$ cat config.mk
export PLATFORM = sky130hd
export DESIGN_NAME = step_pulse_gen
export DESIGN_NICKNAME = d
export VERILOG_FILES = /design/src/rtl/step_pkg.sv /design/src/rtl/step_edge_detect.sv /design/src/rtl/step_pulse_gen.sv
export SDC_FILE = /design/constraint.sdc
export NUM_CORES = 1
export LEC_CHECK = 0
export ABC_CLOCK_PERIOD_IN_PS = 3520
export BUFFER_PORTS_ARGS = -buffer_cell sky130_fd_sc_hd__clkbuf_2
export CAP_MARGIN = 20
export CORE_MARGIN = 2
export CORE_UTILIZATION = 31
export DETAILED_ROUTE_END_ITERATION = 6
export HOLD_SLACK_MARGIN = 0.06
export SETUP_SLACK_MARGIN = 0.4
export SLEW_MARGIN = 20
export SYNTH_ARGS = -nofsm -noshare
export SYNTH_HDL_FRONTEND = slang
export SYNTH_HIERARCHICAL = 1
export SYNTH_SLANG_ARGS = --single-unit
$ cat constraint.sdc
create_clock -name clk -period 3.52 [get_ports clk]
set_input_delay 0.352 -clock clk [delete_from_list [all_inputs] [get_ports clk]]
set_output_delay 0.352 -clock clk [all_outputs]
set_load 0.005 [all_outputs]
$ cat src/rtl/step_pkg.sv
// step_pkg: shared types and default timing constants for step_pulse_gen.
//   step_state_t : press FSM state (IDLE / WAIT / REPEAT).
//   *_DEF        : default hold/repeat intervals and the counter width that covers them.
package step_pkg;

  typedef enum logic [1:0] {
    IDLE   = 2'd0,
    WAIT   = 2'd1,
    REPEAT = 2'd2
  } step_state_t;

  localparam int unsigned HOLD_CYCLES_DEF   = 25_000_000;
  localparam int unsigned REPEAT_CYCLES_DEF = 5_000_000;
  localparam int unsigned CNT_W_DEF         = 25;

endpackage

$ cat src/rtl/step_edge_detect.sv
// step_edge_detect: registers the debounced button level and flags its rising edge.
//   clk, rst  : clock, async active-high reset
//   btn_level : debounced level (launched on the falling clock edge)
//   btn_q     : registered level
//   rise      : btn_q high while the previous sample was low
// Both sample flops reset high so a button held through reset never looks
// like a fresh press; it has to be released and pressed again.
module step_edge_detect (
  input  logic clk,
  input  logic rst,
  input  logic btn_level,
  output logic btn_q,
  output logic rise
);

  logic btn_d, prev_d, prev_q;

  // The debouncer launches on the falling edge, so this is a half-cycle
  // same-clock path and needs no synchronizer.
  always_comb begin
    btn_d  = btn_level;
    prev_d = btn_q;
  end

  always_ff @(posedge clk or posedge rst) begin
    if (rst) begin
      btn_q  <= 1'b1;
      prev_q <= 1'b1;
    end else begin
      btn_q  <= btn_d;
      prev_q <= prev_d;
    end
  end

  assign rise = btn_q & ~prev_q;

endmodule

$ cat src/rtl/step_pulse_gen.sv
// step_pulse_gen: turns a debounced button level into single-cycle step pulses.
//   clk, rst    : clock, async active-high reset
//   btn_level   : debounced button level
//   en          : step enable; low ignores presses and aborts a hold
//   step        : registered one-cycle pulse per press (plus auto-repeats)
//   held        : registered, high while a press is acknowledged
//   press_count : number of pulses issued, wraps
// Build option STEP_AUTO_REPEAT_EN: when defined, a held button produces a
// repeat pulse HOLD_CYCLES after the first pulse and then every
// REPEAT_CYCLES; when undefined, each press yields exactly one pulse and the
// hold counter is not built.
module step_pulse_gen
  import step_pkg::*;
#(
  parameter int unsigned HOLD_CYCLES   = HOLD_CYCLES_DEF,
  parameter int unsigned REPEAT_CYCLES = REPEAT_CYCLES_DEF,
  parameter int unsigned CNT_W         = CNT_W_DEF,
  parameter int unsigned COUNT_W       = 16
) (
  input  logic               clk,
  input  logic               rst,
  input  logic               btn_level,
  input  logic               en,
  output logic               step,
  output logic               held,
  output logic [COUNT_W-1:0] press_count
);

  logic btn_q, rise;

  step_edge_detect u_edge (
    .clk       (clk),
    .rst       (rst),
    .btn_level (btn_level),
    .btn_q     (btn_q),
    .rise      (rise)
  );

  step_state_t        state_q, state_d;
  logic               step_q, step_d;
  logic               held_q, held_d;
  logic [COUNT_W-1:0] count_q, count_d;

`ifdef STEP_AUTO_REPEAT_EN
  localparam logic [CNT_W-1:0] HOLD_LAST = CNT_W'(HOLD_CYCLES - 1);
  localparam logic [CNT_W-1:0] REP_LAST  = CNT_W'(REPEAT_CYCLES - 1);
  logic [CNT_W-1:0] cnt_q, cnt_d;
`endif

  always_comb begin
    state_d = state_q;
    step_d  = 1'b0;
`ifdef STEP_AUTO_REPEAT_EN
    cnt_d   = cnt_q;
`endif
    case (state_q)
      IDLE: begin
        if (rise && en) begin
          state_d = WAIT;
          step_d  = 1'b1;
`ifdef STEP_AUTO_REPEAT_EN
          cnt_d   = '0;
`endif
        end
      end
      // Release / disable is tested first so it beats a coincident expiry.
      WAIT: begin
        if (!btn_q || !en) begin
          state_d = IDLE;
        end
`ifdef STEP_AUTO_REPEAT_EN
        else if (cnt_q == HOLD_LAST) begin
          state_d = REPEAT;
          step_d  = 1'b1;
          cnt_d   = '0;
        end else begin
          cnt_d = cnt_q + 1'b1;
        end
`endif
      end
`ifdef STEP_AUTO_REPEAT_EN
      REPEAT: begin
        if (!btn_q || !en) begin
          state_d = IDLE;
        end else if (cnt_q == REP_LAST) begin
          step_d = 1'b1;
          cnt_d  = '0;
        end else begin
          cnt_d = cnt_q + 1'b1;
        end
      end
`endif
      default: state_d = IDLE;
    endcase
    held_d  = (state_d == WAIT) || (state_d == REPEAT);
    count_d = step_d ? count_q + 1'b1 : count_q;
  end

  always_ff @(posedge clk or posedge rst) begin
    if (rst) begin
      state_q <= IDLE;
      step_q  <= 1'b0;
      held_q  <= 1'b0;
      count_q <= '0;
`ifdef STEP_AUTO_REPEAT_EN
      cnt_q   <= '0;
`endif
    end else begin
      state_q <= state_d;
      step_q  <= step_d;
      held_q  <= held_d;
      count_q <= count_d;
`ifdef STEP_AUTO_REPEAT_EN
      cnt_q   <= cnt_d;
`endif
    end
  end

  assign step        = step_q;
  assign held        = held_q;
  assign press_count = count_q;

endmodule

==> results.md, run 1 <==
Global routing:
- The wire length of the first global-routing pass is 2.68 mm.
- For this run, the total global-route usage over all layers was measured as 0.106.
- The number of global-route vias before repair is between 500 and 600.
- Entering global routing, the biggest net connects 21 pins.
- The initial antenna violation count is 0.
- The total overflow left after global routing is 0.

Setup path:
- STA classifies the critical path startpoint as a flip-flop.
- In this design, the stage delay of the slowest critical-path cell is around 560 ps.
- In this run the critical register-to-register path is launched from u_edge/btn_q$_DFF_PP1_.
- The largest individual stage delay along the critical path comes from the cell dfstp_2.
- The worst setup path is of the flip-flop to flip-flop kind.
- For the worst flop-to-flop path, the logic depth is 5.
- Data on the critical path is required at its endpoint by approximately 3700 ps.
- The worst path arrival time is roughly 1800 ps.
- Of all nets on the critical path, the largest fanout is 6.
- The number of buffers and inverters on the critical path is 0.
- The worst setup path is captured at a flip-flop.
- Among cell families on the critical path, the largest total delay comes from simple AND/OR/NAND/NOR gates.
- Traced cell by cell, the critical path runs through nor2b_4 -> nand4bb_4 -> nor2_1 -> nand3_1 -> xnor2_1.
- The worst register-to-register path ends at press_count[10]$_DFFE_PP0P_.
- Setup slack on the worst reg-to-reg path comes out at between 1500 and 2000 ps.

STA:
- In this run the tightest slew margin relative to its limit is 0.492.
- Summed over all failing endpoints, the final setup total negative slack is 0 ps.
- Setup repair after global routing left no endpoint under its margin.
- The number of slew-limit violations in the final report is 0.
- The clock arrives with 8.11 ps of skew.
- The final hold violation count came to 0.
- Setup violations remaining at the end of the flow were counted as 0.
- Dividing the final minimum period by the clock period gives 0.446.
- The clock period minus worst slack is about 1600 ps.
- At the pin with the least slew margin, the transition time is approximately 760 ps.
- The timing-limited maximum frequency is ~0.64 GHz.

Power and ir drop:
- The share of total power in combinational logic is 0.121.
- VDD sags by at most around 0.28 mV.
- The switching part of the total power is 0.265.
- Summed over all nets, the switching power comes to between 100 and 150 µW.
- The share of total power dissipated in sequential elements is 0.633.
- For this design the ratio of total power to cell area is 430 mW/mm².
- In this run the static leakage power is ~0.00052 µW.
- The clock network power share is 0.246.
- Overall power consumption after layout is estimated at ~470 µW.
- The internal power of the cells is ~350 µW.

Job:
- Max-cap violations in this run came to 0.

Synthesis:
- After technology mapping, the gate count stands at 75.
- The fraction of registers with async set or reset after synthesis is 1.00.
- In the post-synthesis netlist, the biggest area contributors are dfrtp_1 (54%), xnor2_1 (13%), dfstp_2 (5.7%), nand2_1 (3.7%), nand3_1 (3.3%).
- The share of synthesized area in the top cell type comes to 0.543.
- The synthesized design spends more area on one cell type than any other, namely dfrtp_1.
- The most repeated cell in the gate-level netlist after synthesis is dfrtp_1.
- The total of warnings raised by yosys is 6.
- Counting flops and latches in the post-synthesis netlist gives 22.
- The synthesized design contains 0 enable-type register cells.
- For this run, the leading register cell type out of synthesis is dfrtp_1.
- The net count after synthesis is 80.
- The synthesized netlist occupies a cell area of about 920 µm².
- The commonest cells after synthesis are dfrtp_1 (20), xnor2_1 (14), nand2_1 (9), nand3_1 (6).
- The register area share after synthesis is 0.600.
- Counting distinct cell types in the post-synthesis netlist gives 19.
- The mean cell area of the mapped netlist is between 10 and 15 µm².

Die:
- The die is 58.5 µm wide.
- The number of primary I/O pins is 22.
- After floorplanning, the core was sized to cover ~0.0028 mm².
- The die height is between 50 and 60 µm.
- The die covers ~0.0034 mm².
- In this run the core area contains 19 standard-cell rows.
- The starting utilization of the core area is 0.332.

Final layout:
- The antenna diode count is 0.
- The area growth from synthesis to layout is 19.5%.
- The layout cell share with drive strength beyond 1 is 0.297.
- After the last flow step, the layout net total stands at 107.

Detailed routing:
- For this block, the routed nets add up to about 1.6 mm of wire.
- In this run the remaining antenna-violating nets after routing total 0.
- After detailed routing, the average wire length per cell comes to about 12 µm.
- The first-pass iteration count of the detailed router is 4.
- The number of DRC markers after the initial detailed-route iteration is 19.
- The routed via count is 609.
- The total DRC errors in the routed layout is 0.
- The number of vias per cell is ~4.6.

CTS:
- The number of clock buffers inserted by TritonCTS is 3.
- Clock-pin slew was measured on the worst setup and hold paths at 120 ps.
- The count of instances resized after the clock tree is built is 0.
- Clock tree synthesis found a total of 22 sinks.
- In this run the number of H-tree levels came out at 1.
- No sink is reached through more buffers than the 2 on the longest clock path.
- The CTS tree is yes.
- For the worst-skew pair, the clock arrives at the later sink with an insertion delay of approximately 300 ps.
- The tree is rooted in a clkbuf_4.

Min path:
- The min-delay analysis places its worst path in the category input port to flip-flop.
- The start point of the worst min-delay path is btn_level.
- The sink of the worst hold path is u_edge/btn_q$_DFF_PP1_.
- The number of stages on the worst hold path is 1.

Status:
- The run finished with clean final reports.

Placement:
- The count of input and output buffers is 21.
- At the end of routability-driven placement, the weighted congestion stood at slightly above 0.7.
- Detailed placement ended at an HPWL of 1.18 mm.
worst max path at each step:
stage | from | end | slack [ps] | cells after the start
floorplan | u_edge/btn_q$_DFF_PP1_ | press_count[8]$_DFFE_PP0P_ | 2090 | 5
global placement | u_edge/btn_q$_DFF_PP1_ | press_count[10]$_DFFE_PP0P_ | 2000 | 5
detailed placement | u_edge/btn_q$_DFF_PP1_ | press_count[10]$_DFFE_PP0P_ | 1940 | 5
CTS | u_edge/btn_q$_DFF_PP1_ | press_count[10]$_DFFE_PP0P_ | 1930 | 5
global route | u_edge/btn_q$_DFF_PP1_ | press_count[10]$_DFFE_PP0P_ | 1800 | 5
finish | u_edge/btn_q$_DFF_PP1_ | press_count[10]$_DFFE_PP0P_ | 1950 | 5
sequential cells by signal, indices dropped and copies added (netlist names):
signal / count
press_count: 16
held: 1
state_q: 2
u_edge/btn_q: 1
step: 1
u_edge/prev_q: 1
through the flow:
stage	setup WS (ps)	util	hold WS (ps)	area (µm²)	instances
2_1_floorplan	2090	-	264	922	75
3_3_place_gp	2000	0.383	363	1070	127
3_5_place_dp	1940	0.383	370	1070	127
4_1_cts	1930	0.396	112	1100	132
5_1_grt	1800	0.396	100	1100	132
6_report	1950	0.396	121	1100	132
power by group through the flow:
stage / Combinational, µW / Sequential (µW) / Clock, µW
after global routing: 65.7 / 306 / 133
after global placement: 58.3 / 304 / 0
final: 57.3 / 300 / 116
after detailed placement: 57.3 / 305 / 0
after floorplan: 30.9 / 302 / 0
after CTS: 58.6 / 301 / 123
worst register-to-register path, delay by kind of cell, from the launching register on:
family	cells	cell delay [ps]
xor+xnor	1	150
flops	1	560
simple gates	4	770
cells by family (layout without fill, tap and decap cells):
family                   count (synthesis)  after routing  share of synthesized area
XOR/XNOR                                15             15                      0.142
AND/OR/NAND/NOR                         31             31                      0.213
other                                    1              1                    0.00407
buffers and inverters                    4             30                     0.0163
adder cells (fa/ha/maj)                  1              1                     0.0136
flip-flops                              22             22                      0.600
multiplexers                             1              1                     0.0109
placed cells by master, fill, tap and decap left out, types with 2 or more instances in the layout:
cell type  Yosys  final
clkbuf_2       0     21
clkbuf_4       0      3
dfrtp_1       20     20
dfstp_2        2      2
inv_1          4      4
nand2_1        9      9
nand3_1        6      6
nand4_1        4      4
nor2_1         4      4
nor3b_1        2      2
xnor2_1       14     14
routing by layer:
metal / wire (µm) / vias to the layer above / global-route usage
met5: 0 / - / 0
li1: - / 299 / -
met2: 711 / 18 / 0.157
met4: 38 / 0 / 0.0598
met1: 715 / 288 / 0.141
met3: 115 / 4 / 0.0286
final cells by class:
cell class                      instances  area (µm²)
Multi-Input combinational cell         49         354
Timing Repair Buffer                   22         115
Tap cell                               31        38.8
Sequential cell                        22         553
Clock buffer                            4        26.3
Inverter                                4        15.0
Fill cell                             271        1680
repair_timing:
item | 4_1_cts | 5_1_grt
hold endpoints to repair | 2 | 0
setup buffers | 0 | 0
hold buffers | 1 | 0
No activity file was read; power rests on OpenSTA's default activity.
==> run 2, diff against run 1 <==
--- a/config.mk
+++ b/config.mk
@@ -5,7 +5,7 @@
 export SDC_FILE = /design/constraint.sdc
 export NUM_CORES = 1
 export LEC_CHECK = 0
-export ABC_CLOCK_PERIOD_IN_PS = 3520
+export ABC_CLOCK_PERIOD_IN_PS = 1500
 export BUFFER_PORTS_ARGS = -buffer_cell sky130_fd_sc_hd__clkbuf_2
 export CAP_MARGIN = 20
 export CORE_MARGIN = 2
==> constraint.sdc (replaced) <==
create_clock -name clk -period 1.5 [get_ports clk]
set_input_delay 0.15 -clock clk [delete_from_list [all_inputs] [get_ports clk]]
set_output_delay 0.15 -clock clk [all_outputs]
set_load 0.005 [all_outputs]
==> results.md, run 2 (same netlist as run 1, synthesis figures left out) <==
Status:
- The flow ran to the end, and the final reports show no timing, DRC or antenna violations.

Final layout:
- The final core area utilization is 0.446 (+0.0495).
- The antenna diode count is 0 (unchanged).
- The flip-flop count of the largest register after layout is 16 (unchanged).
- The layout cell share with drive strength beyond 1 is 0.446 (+0.149).
- Relative to the synthesized area, the layout overhead comes to 34.5%.
- The post-route cell area is 0.00124 mm² (+12%).
- The most frequent standard cell in the layout excluding fill and tap cells is clkbuf_2.
- In the layout the commonest cells are clkbuf_2 (20), dfrtp_1 (18), xnor2_1 (14), nand2_1 (8), buf_4 (8).
- The post-layout net count is 119 (+11%).

Placement:
- The count of input and output buffers was 21 (unchanged).
- The routability congestion estimate is 0.710 (-0.34%).
- The instance area at placement was 0.00109 mm² (+2.3%).
- The placed wire-length estimate after detailed placement is 1.25 mm (+6.6%).

STA:
- The number of slew-limit violations in the final report is 0 (unchanged).
- The post-route clock period utilization is 0.990 (+0.544).
- The setup-violating endpoint count in the final report is 0 (unchanged).
- The timing-limited maximum frequency was 0.674 GHz (+5.7%).
- The clock period minus worst slack was 1480 ps (-84.0 ps).
- The setup skew after layout came to 7.07 ps (-1.04 ps).
- The final hold slack is 151 ps (+29.9 ps).
- The final hold violation count is 0 (unchanged).
- Setup repair after global routing could not meet its margin everywhere.

Detailed routing:
- The total detailed-routing wirelength is 1.72 mm (+8.9%).
- The total DRC errors in the routed layout was 0 (unchanged).
- The routed via count is 655 (+7.6%).
- The number of DRC markers after the initial detailed-route iteration came to 14 (-5).
- The first-pass iteration count of the detailed router is 2 (-2).
- The per-cell routed wire length is 12.0 µm (+0.48%).
- The count of nets left with antenna violations after detail routing is 0 (unchanged).
- The number of vias per cell is 4.58 (-0.72%).

Setup path:
- The cell class contributing the biggest share of worst-path delay is simple AND/OR/NAND/NOR gates.
- The critical-path cell with the highest stage delay is dfstp_2.
- The count of buffer and inverter cells on the critical path was 0 (unchanged).
- The worst path arrival time came to 1720 ps (-50 ps).
- The biggest fanout along the worst timing path is 6 (unchanged).
- The required time at the worst-slack endpoint was 1740 ps (-1980 ps).
- The worst setup path is captured at a flip-flop.
- The startpoint-to-endpoint class of the critical path is flip-flop to flip-flop.
- The category of the worst setup path launch point is a flip-flop.
- Traced cell by cell, the critical path runs through nor2b_4 -> nand4bb_4 -> nor2_4 -> and4_1 -> xor2_1.
- The biggest cell delay along the critical path is 550 ps (about the same).

CTS:
- The number of clock buffers inserted by TritonCTS is 3 (unchanged).
- The H-tree depth is 1 (unchanged).
- The maximum count of clock buffers along a single path came to 2 (unchanged).
- The clock latency reported for the late side of the worst-skew pair is 300 ps (about the same).
- The root buffer cell chosen for the clock tree is clkbuf_4.
- The CTS tree is yes.
- The clock transition at the registers of the reported paths was 120 ps (about the same).
- The TritonCTS sink count is 22 (unchanged).

Global routing:
- The remaining global-route overflow was 0 (unchanged).
- The overall track demand over capacity in global routing came to 0.115 (+0.00835).
- The number of global-route vias before repair came to 654 (+16%).
- The wire length of the first global-routing pass is 2.93 mm (+9.3%).
- The maximum number of pins on one net before global-route repair is 16 (-24%).
- The initial antenna violation count is 0 (unchanged).

Power and ir drop:
- The power per standard cell area is 902 mW/mm² (+110%).
- The cell leakage power is 0.000582 µW (+12%).
- The largest vdd supply drop was 0.579 mV (+110%).

Die:
- The placeable core region was 0.00278 mm² (unchanged).
- The die height came to 58.5 µm (unchanged).
- The die area was 0.00343 mm² (unchanged).
- The number of primary I/O pins is 22 (unchanged).
- The horizontal die dimension is 58.5 µm (unchanged).
- The count of standard-cell rows is 19 (unchanged).
- The starting utilization of the core area is 0.332 (unchanged).

Job:
- The count of maximum capacitance violations came to 0 (unchanged).

Min path:
- The min-delay analysis places its worst path in the category input port to flip-flop.
-- run 2: changes by cell type in the layout (fill, tap and decap cells not counted), sizes merged --
cell         before  now
clkbuf           25   23
buf               0   12
dlygate4sd3       1    2
-- run 2: worst register-to-register path, stage by stage (launching register included) --
cell and delay [ps]:
dfstp_2 550, nor2b_4 170, nand4bb_4 150, nor2_4 190
and4_1 220, xor2_1 140
-- run 2: path summary, 6_finish.rpt --
path / startpoint / endpoint / slack, ps / cells past startpoint
setup / recovery: u_edge/btn_q$_DFF_PP1_ / press_count[7]$_DFFE_PP0P_ / 20 / 5
hold / removal: en / held$_DFF_PP0_ / 150 / 2
setup reg to reg: u_edge/btn_q$_DFF_PP1_ / press_count[7]$_DFFE_PP0P_ / 20 / 5
hold reg to reg: press_count[15]$_DFFE_PP0P_ / press_count[15]$_DFFE_PP0P_ / 490 / 1
max in group asynchronous: rst / press_count[0]$_DFFE_PP0P_ / 740 / 4
min in group asynchronous: rst / press_count[12]$_DFFE_PP0P_ / 280 / 3
-- run 2: timing repair --
| item | in CTS | in global routing |
|---|---|---|
| hold buffers | 2 | 0 |
| pin swaps | 6 | 5 |
| endpoints found under the hold margin | 23 | 0 |
| resized for setup | 3 | 10 |
| endpoints found under the setup margin | 20 | 22 |
| buffers inserted | 7 | 1 |
-- run 2: report_power, final --
| part | total (µW) | switching [µW] | internal, µW |
|---|---|---|---|
| clock network | 258 | 165 | 93.5 |
| logic | 151 | 64.8 | 86.2 |
| registers | 709 | 62.6 | 647 |
| total | 1120 | 292 | 826 |
-- run 2: through the flow --
step           setup slack [ps]  std cells  TNS (ps)  total power, µW
3_3_place_gp               20.5        130         0              850
3_5_place_dp               8.89        130         0              855
4_1_cts                    5.44        142         0             1130
5_1_grt                   -70.6        143      -363             1200
6_report                   15.7        143         0             1120
2_1_floorplan              88.4         75         0              782
-- run 2: area by class of cell --
class	instances	area, µm²
inverter	4	15.0
sequential	22	556
tap	31	38.8
clock buffer	3	22.5
fill	271	1540
multi-input combinational	49	383
timing repair buffer	34	225
-- run 2: per-layer routing --
layer / vias up / global-route usage / wire [µm]
met3: 2 / 0.0220 / 62
met2: 10 / 0.185 / 888
met4: 0 / 0.0598 / 13
met5: - / 0 / 0
met1: 321 / 0.146 / 756
li1: 322 / - / -
